[config.mk]
export PLATFORM = sky130hd
export DESIGN_NAME = rgb_pwm_gen
export DESIGN_NICKNAME = d
export VERILOG_FILES = /design/src/rtl/rgb_pwm_pkg.sv /design/src/rtl/rgb_pwm_chan.sv /design/src/rtl/rgb_pwm_gen.sv
export SDC_FILE = /design/constraint.sdc
export NUM_CORES = 1
export LEC_CHECK = 0
export ABC_AREA = 1
export BUFFER_PORTS_ARGS = -buffer_cell sky130_fd_sc_hd__buf_2
export CAP_MARGIN = 20
export CORE_MARGIN = 2
export CORE_UTILIZATION = 35
export DETAILED_ROUTE_END_ITERATION = 10
export GPL_ROUTABILITY_DRIVEN = 0
export GPL_TIMING_DRIVEN = 0
export PLACE_DENSITY_LB_ADDON = 0.25
export SLEW_MARGIN = 5
export SYNTH_ARGS = -nofsm -noshare
export SYNTH_HDL_FRONTEND = slang
export SYNTH_HIERARCHICAL = 1
export SYNTH_SLANG_ARGS = --single-unit
[constraint.sdc]
create_clock -name clk -period 7.1 [get_ports clk]
set_input_delay 2.13 -clock clk [delete_from_list [all_inputs] [get_ports clk]]
set_output_delay 2.13 -clock clk [all_outputs]
set_load 0.01 [all_outputs]
[src/rtl/rgb_pwm_pkg.sv]
// Shared constants, FSM state type and write payload for the RGB PWM generator.
package rgb_pwm_pkg;

    localparam int unsigned NUM_CH = 3;
    localparam int unsigned DUTY_W = 8;
    localparam int unsigned CHAN_W = 2;

    // Channel code that addresses every channel at once
    localparam logic [CHAN_W-1:0] CHAN_ALL = 2'd3;

    typedef enum logic [0:0] {
        IDLE = 1'b0,
        PEND = 1'b1
    } state_e;

    // One configuration write as held between accept and application
    typedef struct packed {
        logic [CHAN_W-1:0] chan;
        logic [DUTY_W-1:0] duty;
        logic              instant;
    } cfg_t;

    // True when a write addressed to chan affects channel idx
    function automatic logic chan_sel(input logic [CHAN_W-1:0] chan, input int unsigned idx);
        return (chan == CHAN_ALL) || (chan == CHAN_W'(idx));
    endfunction

endpackage

[src/rtl/rgb_pwm_chan.sv]
// One PWM channel: target/current duty, one-LSB ramp step, phase compare and output flop.
module rgb_pwm_chan
    import rgb_pwm_pkg::*;
(
    input  logic              clk,
    input  logic              rst,
    input  logic [DUTY_W-1:0] phase_i,
    input  logic              ramp_step_i,
    input  logic              apply_i,
    input  logic [DUTY_W-1:0] wr_duty_i,
    input  logic              wr_instant_i,
    output logic              pwm_o,
    output logic              differ_c
);

    logic [DUTY_W-1:0] cur_q, cur_d;
    logic [DUTY_W-1:0] tgt_q, tgt_d;
    logic              pwm_q;

    // Ramp against the old target first; an applied write then overrides it
    always_comb begin
        cur_d = cur_q;
        tgt_d = tgt_q;
        if (ramp_step_i) begin
            if (cur_q < tgt_q) begin
                cur_d = cur_q + DUTY_W'(1);
            end else if (cur_q > tgt_q) begin
                cur_d = cur_q - DUTY_W'(1);
            end
        end
        if (apply_i) begin
            tgt_d = wr_duty_i;
            if (wr_instant_i) begin
                cur_d = wr_duty_i;
            end
        end
    end

    // Post-update mismatch, registered into busy by the top level
    assign differ_c = (cur_d != tgt_d);

    // Duty registers and registered compare output
    always_ff @(posedge clk) begin
        if (rst) begin
            cur_q <= '0;
            tgt_q <= '0;
            pwm_q <= 1'b0;
        end else begin
            cur_q <= cur_d;
            tgt_q <= tgt_d;
            pwm_q <= (phase_i < cur_q);
        end
    end

    assign pwm_o = pwm_q;

endmodule

[src/rtl/rgb_pwm_gen.sv]
// Three-channel RGB PWM generator with shared timebase, write holding FSM and duty ramping.
module rgb_pwm_gen
    import rgb_pwm_pkg::*;
#(
    parameter int unsigned PRESCALE     = 8,
    parameter int unsigned RAMP_PERIODS = 4
) (
    input  logic              clk,
    input  logic              rst,
    input  logic              cfg_valid,
    output logic              cfg_ready,
    input  logic [CHAN_W-1:0] cfg_chan,
    input  logic [DUTY_W-1:0] cfg_duty,
    input  logic              cfg_instant,
    output logic [NUM_CH-1:0] pwm,
    output logic              busy
);

    localparam int unsigned PRESC_W = (PRESCALE > 1) ? $clog2(PRESCALE) : 1;
    localparam int unsigned RAMP_W  = (RAMP_PERIODS > 1) ? $clog2(RAMP_PERIODS) : 1;
    localparam logic [PRESC_W-1:0] PRESC_LAST = PRESC_W'(PRESCALE - 1);
    localparam logic [RAMP_W-1:0]  RAMP_LAST  = RAMP_W'(RAMP_PERIODS - 1);

    logic [PRESC_W-1:0] presc_q, presc_d;
    logic [DUTY_W-1:0]  phase_q, phase_d;
    logic [RAMP_W-1:0]  ramp_q, ramp_d;
    logic               tick_c, period_end_c, ramp_step_c;

    state_e             state_q, state_d;
    cfg_t               hold_q, hold_d;
    cfg_t               cfg_in_c;
    logic               cfg_ready_q, cfg_ready_d;
    logic               accept_c, apply_c;
    logic [NUM_CH-1:0]  apply_ch_c;
    logic [NUM_CH-1:0]  differ_c;
    logic               busy_q;

    assign tick_c       = (presc_q == PRESC_LAST);
    assign period_end_c = tick_c && (phase_q == '1);
    assign ramp_step_c  = period_end_c && (ramp_q == RAMP_LAST);
    assign cfg_in_c     = '{chan: cfg_chan, duty: cfg_duty, instant: cfg_instant};

    // Timebase next state: prescaler, PWM phase and ramp period counter
    always_comb begin
        presc_d = tick_c ? '0 : presc_q + PRESC_W'(1);
        phase_d = tick_c ? phase_q + DUTY_W'(1) : phase_q;
        ramp_d  = ramp_q;
        if (period_end_c) begin
            ramp_d = (ramp_q == RAMP_LAST) ? '0 : ramp_q + RAMP_W'(1);
        end
    end

    // Timebase registers
    always_ff @(posedge clk) begin
        if (rst) begin
            presc_q <= '0;
            phase_q <= '0;
            ramp_q  <= '0;
        end else begin
            presc_q <= presc_d;
            phase_q <= phase_d;
            ramp_q  <= ramp_d;
        end
    end

    // Write FSM: capture in IDLE, apply at the next period end seen from PEND
    always_comb begin
        state_d  = state_q;
        hold_d   = hold_q;
        apply_c  = 1'b0;
        accept_c = cfg_valid && cfg_ready_q;
        case (state_q)
            IDLE: begin
                if (accept_c) begin
                    hold_d  = cfg_in_c;
                    state_d = PEND;
                end
            end
            PEND: begin
                if (period_end_c) begin
                    apply_c = 1'b1;
                    state_d = IDLE;
                end
            end
            default: state_d = IDLE;
        endcase
        cfg_ready_d = (state_d == IDLE);
    end

    // FSM state, held write and registered ready
    always_ff @(posedge clk) begin
        if (rst) begin
            state_q     <= IDLE;
            hold_q      <= '0;
            cfg_ready_q <= 1'b0;
        end else begin
            state_q     <= state_d;
            hold_q      <= hold_d;
            cfg_ready_q <= cfg_ready_d;
        end
    end

    // Route the held write to the addressed channel(s)
    always_comb begin
        apply_ch_c = '0;
        for (int unsigned i = 0; i < NUM_CH; i++) begin
            apply_ch_c[i] = apply_c && chan_sel(hold_q.chan, i);
        end
    end

    for (genvar g = 0; g < int'(NUM_CH); g++) begin : g_chan
        rgb_pwm_chan u_chan (
            .clk          (clk),
            .rst          (rst),
            .phase_i      (phase_q),
            .ramp_step_i  (ramp_step_c),
            .apply_i      (apply_ch_c[g]),
            .wr_duty_i    (hold_q.duty),
            .wr_instant_i (hold_q.instant),
            .pwm_o        (pwm[g]),
            .differ_c     (differ_c[g])
        );
    end

    // Busy reflects post-update duty state of every channel
    always_ff @(posedge clk) begin
        if (rst) begin
            busy_q <= 1'b0;
        end else begin
            busy_q <= |differ_c;
        end
    end

    assign cfg_ready = cfg_ready_q;
    assign busy      = busy_q;

endmodule

## Yosys cells after proc, flatten, opt, wreduce, memory -nomap -nowiden

Cells that the tools add are included.

- Multiplexer cells: 24
- Equality and inequality tests: 9
- Add/subtract/negate cells: 9
- Reductions and logical operators: 13
- $lt $le $gt $ge: 9
- Bitwise logic cells: 2

Operators by type and width:

| operator | number |
|---|---|
| 8-bit two-way mux | 18 |
| 8-bit less-than comparator | 6 |
| 8-bit by 1-bit adder with 8-bit output, second input constant | 4 |
| 8-bit > comparator | 3 |
| 8-bit inequality test | 3 |
| 8-bit by 1-bit subtractor with 8-bit output, second input constant | 3 |
| 8-bit == test, second input constant | 1 |
| 2-bit == test, second input constant | 3 |
| 1-bit logical AND | 6 |
| 1-bit two-way mux | 4 |
| 3-bit by 1-bit adder with 3-bit output, second input constant | 1 |
| 3-bit == test, second input constant | 1 |
| 1-bit logical OR | 3 |
| 3-bit OR reduction | 1 |
| 2-bit by 1-bit adder with 2-bit output, second input constant | 1 |
| 2-bit by 1-bit == test with 1-bit output, second input constant | 1 |
| 2-bit zero test | 1 |
| 2-bit two-way mux | 1 |
| 1-bit NOT | 2 |
| 1-bit case mux with 2 select lines | 1 |
| 2-bit AND reduction | 1 |
| 2-bit OR reduction | 1 |

- Output and inout port bits: 5
- Input port bits: 14
- Word-level logic and storage cells: 84
- Flip-flop bits (word level): 78

## Longest topological paths before layout

Gate-level depths: netlist (run 1).

- Depth in word-level cells: 8
- Mapped depth: 22
- Depth with buffers taken out: 22

## By module

Netlist (run 1), hierarchy kept.

By module, submodules not included:

| module | cells an instance | times used | sequential area each (sq um) | area each (sq um) |
|---|---|---|---|---|
| rgb_pwm_chan | 242 | 3 | 340.3 | 1495.2 |
| rgb_pwm_gen | 150 | 1 | 540.5 | 1163.6 |

## Worst setup path before layout (run 1)

No wires, ideal clock.

- Path kind: input to register
- From: input rst
- To: register g_chan[0].u_chan.cur_q[0]
- Cell stages on the path: 3
- Buffers on the path: 2
- Required time: 6.972 ns
- Setup time: 0.128 ns
- Data arrival time: 2.696 ns
- Path slack: 4.276 ns
- Path through: clkbuf_1 clkbuf_1 nor2_1

RTL lines:

| element | line | RTL |
|---|---|---|
| start: declaration | rgb_pwm_gen.sv:9 | `input logic rst,` |
| end signal: assignment | rgb_pwm_chan.sv:49 | `cur_q <= cur_d;` |
| end: declaration | rgb_pwm_chan.sv:16 | `logic [DUTY_W-1:0] cur_q, cur_d;` |

No word-level cell between the ends.

## Final worst setup path (run 1)

- From: register phase_q[1]
- To: register busy_q (netlist: busy)

- Word-level cells in the longest chain between the ends: 8
- Elaborated cells on any way between the ends: 24
- Those cells by class: 4 x eq/ne; 14 x mux; 6 x reduce/logical

RTL lines:

| element | line | RTL |
|---|---|---|
| start: declaration | rgb_pwm_gen.sv:25 | `logic [DUTY_W-1:0] phase_q, phase_d;` |
| start signal: assignment | rgb_pwm_gen.sv:61 | `phase_q <= phase_d;` |
| 8-bit == test (*) | rgb_pwm_gen.sv:39 | `assign period_end_c = tick_c && (phase_q == '1);` |
| 1-bit logical AND (*) | rgb_pwm_gen.sv:39 |  |
| 1-bit logical AND (*) | rgb_pwm_gen.sv:40 | `assign ramp_step_c = period_end_c && (ramp_q == RAMP_LAST);` |
| via ramp_step_c | rgb_pwm_gen.sv:27 | `logic tick_c, period_end_c, ramp_step_c;` |
| 8-bit two-way mux (*) | rgb_pwm_chan.sv:24 | `if (ramp_step_i) begin` |
| 8-bit two-way mux | rgb_pwm_chan.sv:33 | `if (wr_instant_i) begin` |
| 8-bit two-way mux (*) | rgb_pwm_chan.sv:31 | `if (apply_i) begin` |
| 8-bit inequality test (*) | rgb_pwm_chan.sv:40 | `assign differ_c = (cur_d != tgt_d);` |
| via differ_c[1] | rgb_pwm_gen.sv:35 | `logic [NUM_CH-1:0] differ_c;` |
| 3-bit OR reduction (*) | rgb_pwm_gen.sv:130 | `busy_q <= \|differ_c;` |
| end signal: assignment | rgb_pwm_gen.sv:130 |  |
| end: declaration | rgb_pwm_gen.sv:36 | `logic busy_q;` |

Mark *: on every way through the listed nets, which the timed path passes. The rest lies on a longest branch.
A chain may end at the register's enable or synchronous reset.

==> results of run 1 <==
layout make-up:
class	count	area, um^2
Tap cell	216	270.3
Clock buffer	9	225.2
Inverter	109	409.1
Fill cell	1747	9530
Buffer	18	75.07
Sequential cell	78	1562
Clock inverter	7	62.56
Multi-Input combinational cell	671	3603
Timing Repair Buffer	18	90.09
worst max-delay path, delay by kind of cell (launching register included):
kind	cells	cell delay [ps]
fa+ha+maj	1	230
simple gates	14	2120
buf+inv	1	350
flops	1	550
report_power, final:
group	switching (mW)	internal, mW
Clock	0.215	0.245
Sequential	0.0111	0.445
Combinational	0.0250	0.0123
metrics by stage:
| step | total power, mW | hold WS (ps) | setup slack (ps) |
|---|---|---|---|
| after CTS | 0.9661 | 427.0 | 3711 |
| after detailed placement | 0.5030 | 416.3 | 3627 |
| final | 0.9532 | 423.2 | 3733 |
| after global routing | 0.9888 | 453.1 | 3442 |
| after global placement | 0.5027 | 419.2 | 3637 |
| after floorplan | 0.4834 | 399.0 | 4276 |
flip-flops by register name, indices dropped and copies added (netlist names), 2 cells and up:
register and cells:
g_chan.u_chan/cur_q 24, g_chan.u_chan/pwm_o 3, g_chan.u_chan/tgt_q 24, hold_q 11, phase_q 8, presc_q 3
ramp_q 2
cells by family (layout without fill, tap and decap cells):
kind of cell	Yosys count	count (layout)	share of synthesized area (%)
DFF	78	78	27.64
and+or+nand+nor	531	531	43.21
adders and majority gates	58	58	12.85
buffers and inverters	127	161	8.571
AOI/OAI and AO/OA	82	82	7.730
worst max path at each step:
stage | end | depth (start not counted) | from | slack [ps]
floorplan | g_chan[0].u_chan/cur_q[0] | 3 | rst | 4280
global placement | g_chan[0].u_chan/cur_q[0] | 4 | rst | 3640
detailed placement | g_chan[0].u_chan/tgt_q[5] | 4 | rst | 3630
CTS | busy | 16 | phase_q[1] | 3710
global route | busy | 17 | presc_q[0] | 3440
finish | busy | 16 | phase_q[1] | 3730
metal layers:
metal	routed length [um]	track usage, %
met4	270	5.882
met5	0	0
met3	524	3.094
met1	7557	25.54
met2	6638	30.54
cell usage after synthesis (6+ instances only):
cell type,number
sky130_fd_sc_hd__o21ai_1,9
sky130_fd_sc_hd__ha_1,58
sky130_fd_sc_hd__inv_1,105
sky130_fd_sc_hd__nand2_1,228
sky130_fd_sc_hd__clkbuf_1,12
sky130_fd_sc_hd__nand3b_1,10
sky130_fd_sc_hd__nor3_1,7
sky130_fd_sc_hd__o21ai_0,19
sky130_fd_sc_hd__nor2_2,7
sky130_fd_sc_hd__nor2_1,130
sky130_fd_sc_hd__a21o_1,6
sky130_fd_sc_hd__dfxtp_1,78
sky130_fd_sc_hd__nand3_1,93
sky130_fd_sc_hd__buf_2,6
sky130_fd_sc_hd__nand2_2,8
sky130_fd_sc_hd__a21oi_1,44
sky130_fd_sc_hd__nand4_1,30
==> results by group, run 1 <==
Timing
  • Portion of the clock cycle consumed by the worst path in the final layout: between 40% and 50%
  • Setup-failing EPs final: 0
  • Transition at the pin with the smallest max-transition slack: 852.3 ps
  • Number of failing hold endpoints at the final stage: 0
  • Min cycle time layout: 3367 ps
  • Max Freq: 0.2970 GHz
  • Final-report max-slew violation count: 0
  • Final TNS setup: 0 ps
  • Worst clock skew: 9.641 ps
  • RSZ-0062 raised after global routing: false
  • Worst slew slack as a fraction of its limit: 43.18%

Clock tree
  • Num CTS Buffers: 9
  • Buffer depth of the longest clock path: 2
  • Clock latency at the later pin of the worst-skew pair: ~360 ps
  • CTS tree: yes
  • Gates resized, CTS repair: 0
  • Clock edge transition at the registers on the reported setup and hold paths: ~70 ps
  • CTS Root Cell: sky130_fd_sc_hd__clkbuf_16
  • Number of sinks on the clock net: 78
  • Setup fix buffers added after clock tree synthesis: 0
  • H-tree Lvls: 3
  • Cts-stage hold buffer count: 0

Critical path
  • Most common cell on crit path: sky130_fd_sc_hd__nand2_1
  • Arrival @ worst endpoint: roughly 3600 ps
  • CP Launch Type: flop
  • Cell-by-cell trace of the critical path: ha_1 > nand2_2 > nor2_8 > and3_1 > buf_2 > nand3_1 > nand2_1 > nand3_1 > nand2_1 > nand2_1 > nand2_1 > nand2_1 > nor2_1 > nand2_1 > nor3_1 > nor2_1
  • End of the worst register-to-register path: busy
  • Largest fanout of any net on the critical path: 18
  • Required arrival time at the worst endpoint: 7330 ps
  • Reg2Reg Setup Slack: roughly 3700 ps
  • Crit Reg-Reg Startpoint: phase_q[1]
  • Class of the most critical setup path: flop to flop
  • Slowest library cell on the worst path: sky130_fd_sc_hd__and3_1
  • Critical Path Max Stage Delay: 750 ps
  • R2r worst-path depth: 16
  • Crit. End Element: flop

Synthesis
  • Number of enable-type register cells in the synthesized netlist: 0
  • Commonest register cell after synthesis: sky130_fd_sc_hd__dfxtp_1
  • Register area share after synthesis: between 20% and 30%
  • Mapped cell area: 5649 um^2
  • Average size of a mapped cell: about 6.4 um^2
  • Fraction of registers with async set or reset after synthesis: 0%
  • Number of standard cells after synthesis: 876
  • Synthesized flop and latch total: between 70 and 80
  • Net Count, Synth: 948
  • Leading post-synthesis cells by cell area: sky130_fd_sc_hd__dfxtp_1, sky130_fd_sc_hd__nand2_1, sky130_fd_sc_hd__ha_1, sky130_fd_sc_hd__nor2_1, sky130_fd_sc_hd__nand3_1
  • Area share of the largest cell type after synthesis: 27.64%
  • Library cell with the largest summed area after synthesis: sky130_fd_sc_hd__dfxtp_1
  • Unique cell type count in the Yosys netlist: 27
  • Count of synthesis-stage warnings from yosys: 6

Place
  • Port Buffer Count: 18
  • Placed Cells: between 1k and 1.5k
  • Detailed placement HPWL: 11,460 um
  • DP Area: around 6000 um^2

Route
  • Residual antenna-violating net count after detailed routing: 0
  • Remaining DRCs: 0
  • Routed len/inst: 13.31 um
  • Total number of vias: roughly 5.4k
  • Wirelength, routed: approximately 15,000 um
  • Starting DRC count in detailed routing: a little over 400
  • Via/cell ratio: around 4.8
  • Drt pass-1 iters: 6

Global routing
  • Number of global-route vias before repair: 4,975
  • Antenna violations before repair: 0
  • Maximum number of pins on one net before global-route repair: 19
  • Total global routing overflow: 0
  • GRT Total Usage: 18.80%
  • Wire length of the first global-routing pass: around 25,000 um

Cells and area
  • Leading cell type in the layout, fill and taps excluded: sky130_fd_sc_hd__nand2_1
  • Final cell utilization of the core: 39.79%
  • Number of antenna repair diodes: 0
  • Leading cell types in the layout, fill and taps excluded: sky130_fd_sc_hd__nand2_1, sky130_fd_sc_hd__nor2_1, sky130_fd_sc_hd__inv_1, sky130_fd_sc_hd__nand3_1, sky130_fd_sc_hd__dfxtp_1
  • Layout Nets: 977
  • Final cell area excluding filler cells: 6297 um^2
  • Synthesis-to-layout area growth: 11.47%
  • Fraction of final layout cells sized beyond drive strength 1: 8.462%
  • Post-route insts no fill: 1,126

Floorplan
  • Initial core utilization: 35.69%
  • Width of the chip: 131.0 um
  • I/O pin count: 19
  • Total core area: 15,830 um^2
  • DIE AREA: between 15,000 and 20,000 um^2
  • Cell Rows: 46
  • Die height: roughly 130 um

Worst hold path
  • Hold Path Cell Cnt: 1
  • Worst hold start: presc_q[0]
  • Worst min-delay path endpoint: presc_q[0]
  • Classification of the worst-slack hold path: flop to flop

Power and ir drop
  • Worst-case vdd ir drop: around 0.12 mV
  • Total power per unit cell area: 151.4 nW/um^2
  • P_leak: 2.983 nW

Run
  • Max-cap violations: 0

Status
  • Outcome: complete, no violations
No activity file was read; power rests on OpenSTA's default activity.
==> run 2: changes to the inputs <==
==> constraint.sdc (replaced) <==
create_clock -name clk -period 2.7 [get_ports clk]
set_input_delay 0.81 -clock clk [delete_from_list [all_inputs] [get_ports clk]]
set_output_delay 0.81 -clock clk [all_outputs]
set_load 0.01 [all_outputs]
==> run 2 against run 1 <==
Non-clock buffer count is 16 higher. Largest cell class unchanged. Die area stayed put. Clock-buffer cell count stayed put.
==> results by group, run 2 (synthesis gave the netlist of run 1 again) <==
Status
  • Outcome: complete, no violations

Place
  • Port Buffer Count: 18 (unchanged)
  • Detailed placement HPWL: 11,460 um (unchanged)
  • Worst slack, placed: -669.8 ps (-4297 ps)

Power and ir drop
  • P_leak: 3.133 nW (+5.0%)
  • Total design power: 2.516 mW (+160%)
  • Total power per unit cell area: 380.3 nW/um^2 (+150%)
  • Worst-case vdd ir drop: 0.3059 mV (+160%)

Timing
  • Final-report max-slew violation count: 0 (unchanged)
  • Transition at the pin with the smallest max-transition slack: 543.6 ps (-308.7 ps)
  • Portion of the clock cycle consumed by the worst path in the final layout: 93.78% (+46 points)
  • Min cycle time layout: 2532 ps (-834.9 ps)
  • Worst slew slack as a fraction of its limit: 63.76% (+21 points)
  • Worst clock skew: 9.773 ps (+0.1319 ps)
  • Final TNS setup: 0 ps (unchanged)
  • Tightest hold margin: 445.0 ps (+21.89 ps)
  • Setup-failing EPs final: 0 (unchanged)
  • Final critical-path setup slack: 168.0 ps (-3565 ps)
  • Max Freq: 0.3949 GHz (+33%)
  • Number of failing hold endpoints at the final stage: 0 (unchanged)

Global routing
  • Total global routing overflow: 0 (unchanged)
  • Antenna violations before repair: 0 (unchanged)
  • GRT Total Usage: 19.11% (+0.31 points)
  • Number of global-route vias before repair: 5,032 (+1.1%)
  • Wire length of the first global-routing pass: 25,220 um (+1.6%)
  • Maximum number of pins on one net before global-route repair: 17 (-2)

Cells and area
  • Final cell utilization of the core: 41.80% (+2.0 points)
  • Number of antenna repair diodes: 0 (unchanged)
  • Fraction of final layout cells sized beyond drive strength 1: 14.58% (+6.1 points)
  • Fill cell total of the finished layout: 1,723 (-1.4%)
  • Layout Nets: 993 (+1.6%)
  • Sequential cell area: 1579 um^2 (+1.1%)
  • Synthesis-to-layout area growth: 17.12%
  • Leading cell type in the layout, fill and taps excluded: sky130_fd_sc_hd__nand2_1
  • Regs by FF count: g_chan.u_chan/cur_q (24), g_chan.u_chan/tgt_q (24), hold_q (11)
  • Leading cell types in the layout, fill and taps excluded: sky130_fd_sc_hd__nand2_1, sky130_fd_sc_hd__nor2_1, sky130_fd_sc_hd__inv_1, sky130_fd_sc_hd__nand3_1, sky130_fd_sc_hd__dfxtp_1
  • Total area of multi-input combinational cells: 3756 um^2 (+4.2%)

Floorplan
  • I/O pin count: 19 (unchanged)
  • Width of the chip: 131.0 um (unchanged)
  • Initial core utilization: 35.69% (unchanged)
  • Cell Rows: 46 (unchanged)
  • Die height: 131.0 um (unchanged)
  • DIE AREA: 17,170 um^2 (unchanged)
  • Total core area: 15,830 um^2 (unchanged)

Worst hold path
  • Worst hold start: presc_q[0]
  • Classification of the worst-slack hold path: flop to flop

Clock tree
  • Number of sinks on the clock net: 78 (unchanged)
  • Cts-stage hold buffer count: 0 (unchanged)
  • Clock edge transition at the registers on the reported setup and hold paths: 70 ps (about the same)
  • H-tree Lvls: 3 (unchanged)
  • Clock latency at the later pin of the worst-skew pair: 360 ps (about the same)
  • Buffer depth of the longest clock path: 2 (unchanged)
  • CTS Root Cell: sky130_fd_sc_hd__clkbuf_16
  • Num CTS Buffers: 9 (unchanged)
  • CTS tree: yes

Route
  • Total number of vias: 5,516 (+2.3%)
  • Routed len/inst: 13.58 um (+2.0%)
  • Wirelength, routed: 15,510 um (+3.5%)
  • Remaining DRCs: 0 (unchanged)
  • Via/cell ratio: 4.830 (+0.89%)
  • Residual antenna-violating net count after detailed routing: 0 (unchanged)
  • Drt pass-1 iters: 5 (-1)
  • Starting DRC count in detailed routing: 407 (unchanged)

Critical path
  • Largest fanout of any net on the critical path: 10 (-8)
  • Reg2Reg Setup Slack: 170 ps (-3570 ps)
  • Crit. End Element: flop
  • Launching element of the worst setup path: presc_q[0]
  • Crit Reg-Reg Startpoint: presc_q[0]
  • CP Launch Type: flop
  • Class of the most critical setup path: flop to flop
  • Required arrival time at the worst endpoint: 2930 ps (-4400 ps)
  • Arrival @ worst endpoint: 2760 ps (-840 ps)

Run
  • Max-cap violations: 0 (unchanged)
==> run 2: cell count changes in the layout (fill, tap and decap cells not counted), moves of 3 or more <==
cell	previous run	this run
sky130_fd_sc_hd__dfxtp_1	78	68
sky130_fd_sc_hd__dfxtp_2	0	8
sky130_fd_sc_hd__nand2_1	228	221
sky130_fd_sc_hd__nand2_4	0	3
sky130_fd_sc_hd__inv_1	105	102
sky130_fd_sc_hd__nor2_2	7	12
sky130_fd_sc_hd__inv_2	4	7
sky130_fd_sc_hd__clkbuf_1	12	9
sky130_fd_sc_hd__nor2_1	130	119
sky130_fd_sc_hd__buf_4	0	16
sky130_fd_sc_hd__nor2_4	1	7
sky130_fd_sc_hd__nand2_2	8	12
==> run 2: what timing repair did <==
item | CTS | global route
endpoints found under the hold margin | 0 | 0
gates resized for setup | 16 | 52
pin swaps | 2 | 8
setup endpoints to repair | 13 | 1
setup buffers | 5 | 11
==> run 2: critical path: stages (launching register included) <==
cell                      delay [ps]
sky130_fd_sc_hd__dfxtp_2         360
sky130_fd_sc_hd__ha_4            140
sky130_fd_sc_hd__ha_4            150
sky130_fd_sc_hd__nand2_4          80
sky130_fd_sc_hd__nor2_8          140
sky130_fd_sc_hd__and3_4          250
sky130_fd_sc_hd__buf_12          130
sky130_fd_sc_hd__buf_2           210
sky130_fd_sc_hd__nand3_1         110
sky130_fd_sc_hd__nand2_1          60
sky130_fd_sc_hd__nand3_1          90
sky130_fd_sc_hd__nand2_1         100
sky130_fd_sc_hd__nand2_1          50
sky130_fd_sc_hd__nand2_1          90
sky130_fd_sc_hd__nand3_1         110
sky130_fd_sc_hd__nor2_1          100
sky130_fd_sc_hd__nand2_1          70
sky130_fd_sc_hd__nor3_2          100
sky130_fd_sc_hd__nor2_1           70
==> run 2: path summary, 6_finish.rpt <==
kind                endpoint  depth (start not counted)
hold / removal    presc_q[0]                          1
setup reg to reg        busy                         18
setup / recovery        busy                         18
hold reg to reg   presc_q[0]                          1
==> run 2: power by group <==
group	total [mW]	switching, mW	internal, mW
Clock	1.21	0.564	0.644
Sequential	1.20	0.0332	1.17
Combinational	0.107	0.0711	0.0361
Total	2.52	0.668	1.85
==> run 2: area by class of cell <==
cell class                 count  share of cell area [%]
buffer                        18                   1.380
clock buffer                   9                   3.404
clock inverter                 7                  0.9455
inverter                     109                   6.184
multi-input combinational    671                   56.77
sequential                    78                   23.87
tap                          216                   4.085
timing repair buffer          34                   3.366
==> run 2: stage by stage <==
step / std cells / area, um^2
2_1_floorplan: 876 / 5649
3_3_place_gp: 1110 / 6010
3_5_place_dp: 1110 / 6010
4_1_cts: 1131 / 6387
5_1_grt: 1142 / 6616
6_report: 1142 / 6616
==> run 2: routing by layer <==
layer  GRT usage [%]  routed length (um)
met1           25.61                7597
met2           31.09                6967
met3           3.298                 596
met4           6.508                 352
met5               0                   0
==> run 3: changes to the inputs <==
==> constraint.sdc (replaced) <==
create_clock -name clk -period 2.2 [get_ports clk]
set_input_delay 0.66 -clock clk [delete_from_list [all_inputs] [get_ports clk]]
set_output_delay 0.66 -clock clk [all_outputs]
set_load 0.01 [all_outputs]
==> run 3 against run 2 <==
The run now ends with negative setup slack left. Combinational power grew 25%. Worst hold slack gained 58 ps. Utilization grew 2.9 points. Critical path type unchanged. Critical endpoint unchanged. Largest power group unchanged.
==> results by group, run 3 (synthesis gave the netlist of run 1 again) <==
Clock tree
  • Buffer depth of the longest clock path: 2 (unchanged)
  • Clock edge transition at the registers on the reported setup and hold paths: 70 ps (about the same)
  • CTS tree: yes
  • H-tree Lvls: 3 (unchanged)
  • Num CTS Buffers: 9 (unchanged)
  • Number of sinks on the clock net: 78 (unchanged)
  • CTS Root Cell: sky130_fd_sc_hd__clkbuf_16
  • Cts-stage hold buffer count: 0 (unchanged)
  • Clock latency at the later pin of the worst-skew pair: 350 ps (about the same)

Floorplan
  • Die height: 131.0 um (unchanged)
  • I/O pin count: 19 (unchanged)
  • DIE AREA: 17,170 um^2 (unchanged)
  • Initial core utilization: 35.69% (unchanged)
  • Cell Rows: 46 (unchanged)
  • Width of the chip: 131.0 um (unchanged)
  • Total core area: 15,830 um^2 (unchanged)

Power and ir drop
  • Total design power: 3.145 mW (+25%)
  • P_leak: 3.289 nW (+5.0%)
  • Total power per unit cell area: 444.8 nW/um^2 (+17%)
  • Worst-case vdd ir drop: 0.3671 mV (+20%)

Route
  • Routed len/inst: 14.09 um (+3.7%)
  • Total number of vias: 5,714 (+3.6%)
  • Remaining DRCs: 0 (unchanged)
  • Residual antenna-violating net count after detailed routing: 0 (unchanged)
  • Starting DRC count in detailed routing: 446 (+9.6%)
  • Drt pass-1 iters: 4 (-1)
  • Via/cell ratio: 4.896 (+1.4%)
  • Wirelength, routed: 16,450 um (+6.0%)

Run
  • Max-cap violations: 0 (unchanged)

Worst hold path
  • Classification of the worst-slack hold path: flop to flop
  • Hold Path Cell Cnt: 2 (+1)
  • Worst hold start: ramp_q[1]

Critical path
  • CP Launch Type: flop
  • Crit Reg-Reg Startpoint: presc_q[0]
  • Class of the most critical setup path: flop to flop
  • Crit. End Element: flop
  • Launching element of the worst setup path: presc_q[0]
  • Largest fanout of any net on the critical path: 7 (-3)
  • Required arrival time at the worst endpoint: 2430 ps (-500 ps)
  • R2r worst-path depth: 16 (-2)
  • Arrival @ worst endpoint: 2660 ps (-100 ps)

Timing
  • Tightest hold margin: 503.5 ps (+58.50 ps)
  • Final-report max-slew violation count: 0 (unchanged)
  • Max Freq: 0.4109 GHz (+4.0%)
  • Worst clock skew: 8.487 ps (-1.286 ps)
  • Final critical-path setup slack: -233.7 ps (-401.7 ps)
  • Worst slew slack as a fraction of its limit: 62.74% (-1.0 points)
  • Number of failing hold endpoints at the final stage: 0 (unchanged)
  • Setup-failing EPs final: 2 (+2)
  • RSZ-0062 raised after global routing: true
  • Portion of the clock cycle consumed by the worst path in the final layout: 110.6% (+17 points)
  • Transition at the pin with the smallest max-transition slack: 558.1 ps (+14.49 ps)
  • Final TNS setup: -323.9 ps (-323.9 ps)
  • Min cycle time layout: 2434 ps (-98.30 ps)

Global routing
  • Maximum number of pins on one net before global-route repair: 15 (-2)
  • Wire length of the first global-routing pass: 26,370 um (+4.6%)
  • GRT Total Usage: 19.96% (+0.86 points)
  • Number of global-route vias before repair: 5,290 (+5.1%)
  • Total global routing overflow: 0 (unchanged)
  • Antenna violations before repair: 0 (unchanged)

Cells and area
  • Final cell area excluding filler cells: 7071 um^2 (+6.9%)
  • Post-route insts no fill: 1,167 (+2.2%)
  • Leading cell type in the layout, fill and taps excluded: sky130_fd_sc_hd__nand2_1
  • Final cell utilization of the core: 44.67% (+2.9 points)
  • Leading cell types in the layout, fill and taps excluded: sky130_fd_sc_hd__nand2_1, sky130_fd_sc_hd__nor2_1, sky130_fd_sc_hd__inv_1, sky130_fd_sc_hd__nand3_1, sky130_fd_sc_hd__dfxtp_1
  • Sequential cell area: 1607 um^2 (+1.7%)
  • Fraction of final layout cells sized beyond drive strength 1: 22.08% (+7.5 points)
  • Number of antenna repair diodes: 0 (unchanged)
  • Layout Nets: 1,018 (+2.5%)
  • Synthesis-to-layout area growth: 25.16%
  • Regs by FF count: g_chan.u_chan/cur_q (24), g_chan.u_chan/tgt_q (24), hold_q (11)
  • Fill cell total of the finished layout: 1,681 (-2.4%)
  • Total area of multi-input combinational cells: 3938 um^2 (+4.8%)

Place
  • Port Buffer Count: 18 (unchanged)
  • Placed Cells: 1,110 (unchanged)
  • Worst slack, placed: -637.5 ps (+32.29 ps)
  • Detailed placement HPWL: 11,570 um (+0.93%)
  • DP Area: 6143 um^2 (+2.2%)

Status
  • Outcome: finished, violations left
  • Failing checks: negative setup slack
## run 3: final cells by class
class                   count  share of cell area [%]
multi-input cells         671                   55.69
flip-flops and latches     78                   22.72
inverters                 109                   5.893
repair buffers             59                   5.840
well taps                 216                   3.822
clock buffers              10                   3.238
plain buffers              18                   1.805
clock inverters             6                  0.9910
## run 3: where the power goes
| group | leakage [nW] | internal [mW] | switching [mW] |
|---|---|---|---|
| clock network | 0.147 | 0.890 | 0.648 |
| registers | 0.644 | 1.43 | 0.0452 |
| logic | 2.50 | 0.0447 | 0.0898 |
| total | 3.29 | 2.36 | 0.783 |
## run 3: critical path, cell delays in order (launching register included)
cell	delay [ps]
sky130_fd_sc_hd__dfxtp_2	350
sky130_fd_sc_hd__ha_4	130
sky130_fd_sc_hd__ha_4	130
sky130_fd_sc_hd__nand2_4	70
sky130_fd_sc_hd__nor2_8	120
sky130_fd_sc_hd__and3_4	310
sky130_fd_sc_hd__buf_6	150
sky130_fd_sc_hd__a21boi_1	150
sky130_fd_sc_hd__nand2_1	80
sky130_fd_sc_hd__nand3_2	100
sky130_fd_sc_hd__nand3_1	100
sky130_fd_sc_hd__nand2_1	100
sky130_fd_sc_hd__nand3_1	90
sky130_fd_sc_hd__nor2_1	90
sky130_fd_sc_hd__nand2_1	110
sky130_fd_sc_hd__nor3_2	170
sky130_fd_sc_hd__nor2_1	60
## run 3: final timing paths
kind	end	slack, ps
max reg2reg	busy	-230
min reg2reg	ramp_q[1]	500
max	busy	-230
min	ramp_q[1]	500
## run 3: metal layers
| layer | routed length, um | share of wire (%) | global-route usage [%] |
|---|---|---|---|
| met4 | 394 | 2.4 | 6.508 |
| met5 | 0 | 0 | 0 |
| met3 | 620 | 3.8 | 3.054 |
| met2 | 7596 | 46 | 33.47 |
| met1 | 7835 | 48 | 26.30 |
## run 3: repair_timing
action	4_1_cts	5_1_grt
cloned	3	1
setup endpoints to repair	25	2
pin swaps	24	17
gates resized for setup	48	50
setup buffers	29	9
